File: config.mk
export PLATFORM = sky130hd
export DESIGN_NAME = div16_seq
export DESIGN_NICKNAME = d
export VERILOG_FILES = /design/src/rtl/div16_pkg.sv /design/src/rtl/div16_seq_sub16.sv /design/src/rtl/div16_seq.sv
export SDC_FILE = /design/constraint.sdc
export NUM_CORES = 1
export LEC_CHECK = 0
export CORE_UTILIZATION = 35
export DETAILED_ROUTE_END_ITERATION = 16
export GPL_TIMING_DRIVEN = 1
export SLEW_MARGIN = 20
export SYNTH_ARGS = -nofsm -noshare
export SYNTH_HDL_FRONTEND = slang
export SYNTH_SLANG_ARGS = --single-unit
File: constraint.sdc
create_clock -name clk -period 2.85 [get_ports clk]
set_clock_uncertainty 0.1 [all_clocks]
set_input_delay 0.855 -clock clk [delete_from_list [all_inputs] [get_ports clk]]
set_output_delay 0.855 -clock clk [all_outputs]
set_load 0.02 [all_outputs]
File: src/rtl/div16_pkg.sv
// div16_pkg: shared state encodings and iteration constants for the sequential divider
package div16_pkg;
  typedef enum logic [1:0] {IDLE = 2'd0, RUN = 2'd1, DONE = 2'd2} state_t;
  localparam int ITERATIONS = 16;
  localparam int CNT_W = 4;
endpackage

File: src/rtl/div16_seq_sub16.sv
// Sub16: 16-bit subtractor, carry high when a >= b (no borrow)
module Sub16 (
  input  logic [15:0] a,
  input  logic [15:0] b,
  output logic [15:0] o,
  output logic        carry
);
  logic [16:0] diff;
  assign diff = {1'b0, a} - {1'b0, b};
  assign o = diff[15:0];
  assign carry = ~diff[16];
endmodule

File: src/rtl/div16_seq.sv
// div16_seq: 16-bit unsigned restoring divider, one quotient bit per clock
module div16_seq
  import div16_pkg::*;
#(
  parameter logic [15:0] DBZ_QUOTIENT = 16'hFFFF
) (
  input  logic        clk,
  input  logic        rst,
  input  logic        start,
  input  logic [15:0] dividend,
  input  logic [15:0] divisor,
  output logic        busy,
  output logic        done,
  output logic [15:0] quotient,
  output logic [15:0] remainder,
  output logic        dbz
);
  state_t state;
  logic [15:0] q, r, d, o, r_next, q_next;
  logic [CNT_W-1:0] cnt;
  logic [16:0] s;
  logic carry, take;
  assign s = {r, q[15]};
  Sub16 u_sub (.a(s[15:0]), .b(d), .o(o), .carry(carry));
  // s[16] set means the shifted remainder already exceeds any 16-bit divisor
  assign take = s[16] | carry;
  assign r_next = take ? o : s[15:0];
  assign q_next = {q[14:0], take};
  always_ff @(posedge clk) begin
    if (rst) begin
      state <= IDLE;
      busy <= 1'b0;
      done <= 1'b0;
      quotient <= '0;
      remainder <= '0;
      dbz <= 1'b0;
      q <= '0;
      r <= '0;
      d <= '0;
      cnt <= '0;
    end else begin
      case (state)
        IDLE: begin
          if (start && divisor != '0) begin
            q <= dividend;
            r <= '0;
            d <= divisor;
            cnt <= '0;
            busy <= 1'b1;
            state <= RUN;
          end else if (start) begin
            quotient <= DBZ_QUOTIENT;
            remainder <= dividend;
            dbz <= 1'b1;
            busy <= 1'b1;
            done <= 1'b1;
            state <= DONE;
          end
        end
        RUN: begin
          r <= r_next;
          q <= q_next;
          cnt <= cnt + CNT_W'(1);
          if (cnt == CNT_W'(ITERATIONS - 1)) begin
            quotient <= q_next;
            remainder <= r_next;
            dbz <= 1'b0;
            done <= 1'b1;
            state <= DONE;
          end
        end
        DONE: begin
          done <= 1'b0;
          busy <= 1'b0;
          state <= IDLE;
        end
        default: state <= IDLE;
      endcase
    end
  end
endmodule

==> impl_results.md <==
* Largest family of logic cells by synthesized area: compound AO/OA/AOI/OAI gates
* First-pass GRT wire length at 20.6 mm
* DP Area at 5790 um2
* Skew-Pair Late Insertion Delay at 0.33 ns
* DP HPWL at 9.78 mm
* Synth warn at 0
* Slowest CP cell: clkdlybuf4s50_1
* Peak supply drop at 0.331 mV
* Final worst-path cycle share at 0.980
* Worst setup path class: input port to flip-flop
* Final Non-Filler Cells at 847
* FP Rows at 41
* FF-to-FF End: r[13]
* Max_cap viols at 0
* Primary FF master, synth: dfxtp_1
* DIE WIDTH at 116 um
* Design internal power at 2710 uW
* Register area share after synthesis at 0.394
* Slew Limit Headroom at 0.578
* Post-route antenna net violation count at 0
* Gr usage total at 0.197
* WP buf/inv at 2
* Clk pwr share at 0.279
* Synth Area in Simple Gates at 0.186
* Worst Hold Slack at 0.357 ns
* Max incr delay on CP at 0.53 ns
* RSZ-0062 raised after global routing: yes
* Synth Area in Compound Gates at 0.281
* Grt total ovfl at 0
* CP top delay family: simple AND/OR/NAND/NOR gates
* Area Overhead vs Synth at 37.8%
* Critical Path Start Type: input port
* Largest net degree at the start of global routing at 39
* Setup TNS at 0 ns
* Drt via density at 5.16
* Minimum clock period after layout at 2.79 ns
* CP Max Fanout at 8
* Worst-Margin Slew at 0.631 ns
* Mux contribution to synthesized area at 0.00221
* Worst hold path class: flip-flop to flip-flop
* Drt pass-1 iters at 5
* H-Tree Depth at 3
* Ratio of total power to cell area at 678 nW/um2
* R2R Path Start: q[15]
* Via Count at 4372
* Adder-Cell Fraction of Synth Area at 0.0515
* Layout Nets at 723
* Hold path cells at 2
* Switching Power at 1520 uW
* Synth cell types at 59
* Hold Crit Start: d[15]
* Reg2Reg Setup Slack at 0.10 ns
* Die height at 116 um
* Syn_nets at 615
* Switching Fraction at 0.359
* Post-synthesis cell count at 562
* TritonCTS clock tree: built
* WL final at 12.7 mm
* Antenna diode count at 0
* Yosys reg bits at 89
* Avg WL per Cell at 15.0 um
* Core area at 12600 um2
* Number of global-route vias before repair at 4096
* Post-synth EDFFs at 0
* Max Freq at 0.358 GHz
* Hold_buf cts at 0
* 1st-iter DRT viols at 260
* # DRC at 0
* Share of cells above drive strength 1 at 0.164
* Status: complete, no violations
* Fin area at 6230 um2
* Total die area at 13400 um2
* Logic gate share of total power at 0.389
* GPL Wtd Cong at 0.837
* Synthesized cell area at 4520 um2
* Initial Utilization at 0.358
* Xor/xnor share of the synthesized area at 0.0233
* Port-buffer cells at 69
* Hold Path End: d[15]
* Initial antenna violation count at 0
* WP data required at 2.97 ns
* Post-synth ARST share at 0
* TritonCTS Buffers at 9
* Critical-path cell list: clkdlybuf4s50_1 -> nor4_4 -> and4_2 -> or3_1 -> nand2_1 -> nor2_1 -> buf_4 -> a221o_1
* Leakage power at 0.00237 uW
* Seq pwr share at 0.332
* Slew Viols, Final at 0
* Hold Vio Cnt, Final at 0
* CTS clk-pin slew, worst paths at 0.07 ns
* Clk Tree Root Cell: clkbuf_16
* IO Count at 70
* Critical Path AT at 2.91 ns
* Setup-failing EPs final at 0
* CTS Sinks at 89
* R2R depth at 10
* Placed Cells incl. Taps at 829
* Clock buffer depth at 2
* Mapped Avg Cell Area at 8.04 um2
* Endpoint type of the worst setup path: flip-flop
* Worst setup path startpoint: divisor[10]
-- layer usage --
layer  routed length, um  track usage
met4                 162       0.0419
met2                5810        0.319
met3                 389       0.0267
met5                   0            0
met1                6380        0.279
-- power by group through the flow --
| stage | sequential [uW] | clock (uW) | combinational [uW] |
|---|---|---|---|
| 2_1_floorplan | 1400 | 0 | 1010 |
| 3_3_place_gp | 1430 | 0 | 1550 |
| 3_5_place_dp | 1430 | 0 | 1550 |
| 4_1_cts | 1400 | 1200 | 1590 |
| 5_1_grt | 1410 | 1250 | 1810 |
| 6_report | 1400 | 1180 | 1650 |
-- final cells by class --
class,count,area [um2]
tap,172,215
inverter,35,131
clock buffer,9,225
sequential,89,1780
multi-input combinational,402,2590
timing repair buffer,133,1210
clock inverter,7,72.6
fill,1259,6390
-- worst reg2reg max path, stage by stage, from the launching register on --
cell,delay [ns]
dfxtp_2,0.33
inv_2,0.04
ha_4,0.15
fa_2,0.33
and2b_2,0.25
o2111ai_4,0.14
a211oi_4,0.33
nor4_4,0.10
a21o_1,0.24
and2_2,0.26
a311o_1,0.35
-- cells in the mapped netlist (2+ instances only) --
cell type,number,area [um2]
nand2b_1,7,43.8
o211ai_1,5,37.5
nor2_1,63,236
a21oi_1,40,200
o21ai_0,33,165
o2bb2ai_1,2,17.5
nor4_1,4,25.0
a31oi_1,9,56.3
a211o_1,2,17.5
nand4_1,2,12.5
buf_1,3,11.3
nor3_1,6,30.0
a2111oi_0,3,26.3
dfxtp_1,89,1780
o211a_1,3,30.0
inv_1,35,131
and3_1,2,12.5
a21o_1,5,37.5
and2_1,4,25.0
ha_1,17,213
a221oi_1,2,17.5
o21a_1,8,60.1
buf_2,2,10.0
xnor2_1,6,52.6
a22oi_1,5,37.5
a311oi_1,33,289
a221o_1,5,50.1
nor2b_1,4,25.0
xor2_1,6,52.6
clkbuf_1,29,109
nand3_1,5,25.0
a211oi_1,4,30.0
nand2_1,93,349
-- cell families after synthesis --
logic type	Yosys count
xor gates and xnor gates	12
AOI/OAI and AO/OA	176
muxes	1
DFF	89
buffers and inverters	71
adders and majority gates	18
and+or+nand+nor	195
-- layout by cell type, fill, tap and decap left out, types with 7 or more instances in the layout --
| cell type | synthesis | layout |
|---|---|---|
| a311oi_1 | 33 | 33 |
| o21a_1 | 8 | 7 |
| nand2_1 | 93 | 92 |
| inv_1 | 35 | 34 |
| clkdlybuf4s50_1 | 0 | 68 |
| a31oi_1 | 9 | 8 |
| dfxtp_1 | 89 | 87 |
| ha_1 | 17 | 16 |
| a21oi_1 | 40 | 39 |
| o21ai_0 | 33 | 32 |
| buf_4 | 1 | 59 |
| clkbuf_16 | 0 | 9 |
| nor2_1 | 63 | 63 |
-- flip-flops by register name, summed over array words and instances (netlist names) --
signal     count
d             16
q             16
quotient      16
r             16
remainder     16
cnt            4
state          2
busy           1
dbz            1
done           1
-- timing repair --
| item | CTS | global route |
|---|---|---|
| setup endpoints to repair | 36 | 42 |
| hold endpoints to repair | 0 | 0 |
| pin swaps | 8 | 8 |
| buffers inserted | 2 | 1 |
| gates cloned | 0 | 0 |
| gates resized for setup | 16 | 12 |
-- how the worst max path moves through the flow --
stage                               to  slack, ns  cells after the start
final                             r[1]       0.06                      8
after global routing              r[1]     -0.002                      8
after CTS                 remainder[0]       0.01                     11
after detailed placement  remainder[0]      -0.43                      7
after global placement    remainder[1]      -0.42                      7
after floorplan                  r[13]      0.001                     11
-- through the flow --
stage / setup slack [ns] / util / power, uW
after floorplan: 0.00138 / - / 2410
after global placement: -0.421 / 0.459 / 2980
after detailed placement: -0.434 / 0.459 / 2970
after CTS: 0.0118 / 0.489 / 4190
after global routing: -0.00151 / 0.494 / 4460
final: 0.0578 / 0.494 / 4220
(Power assumes the default switching activity.)
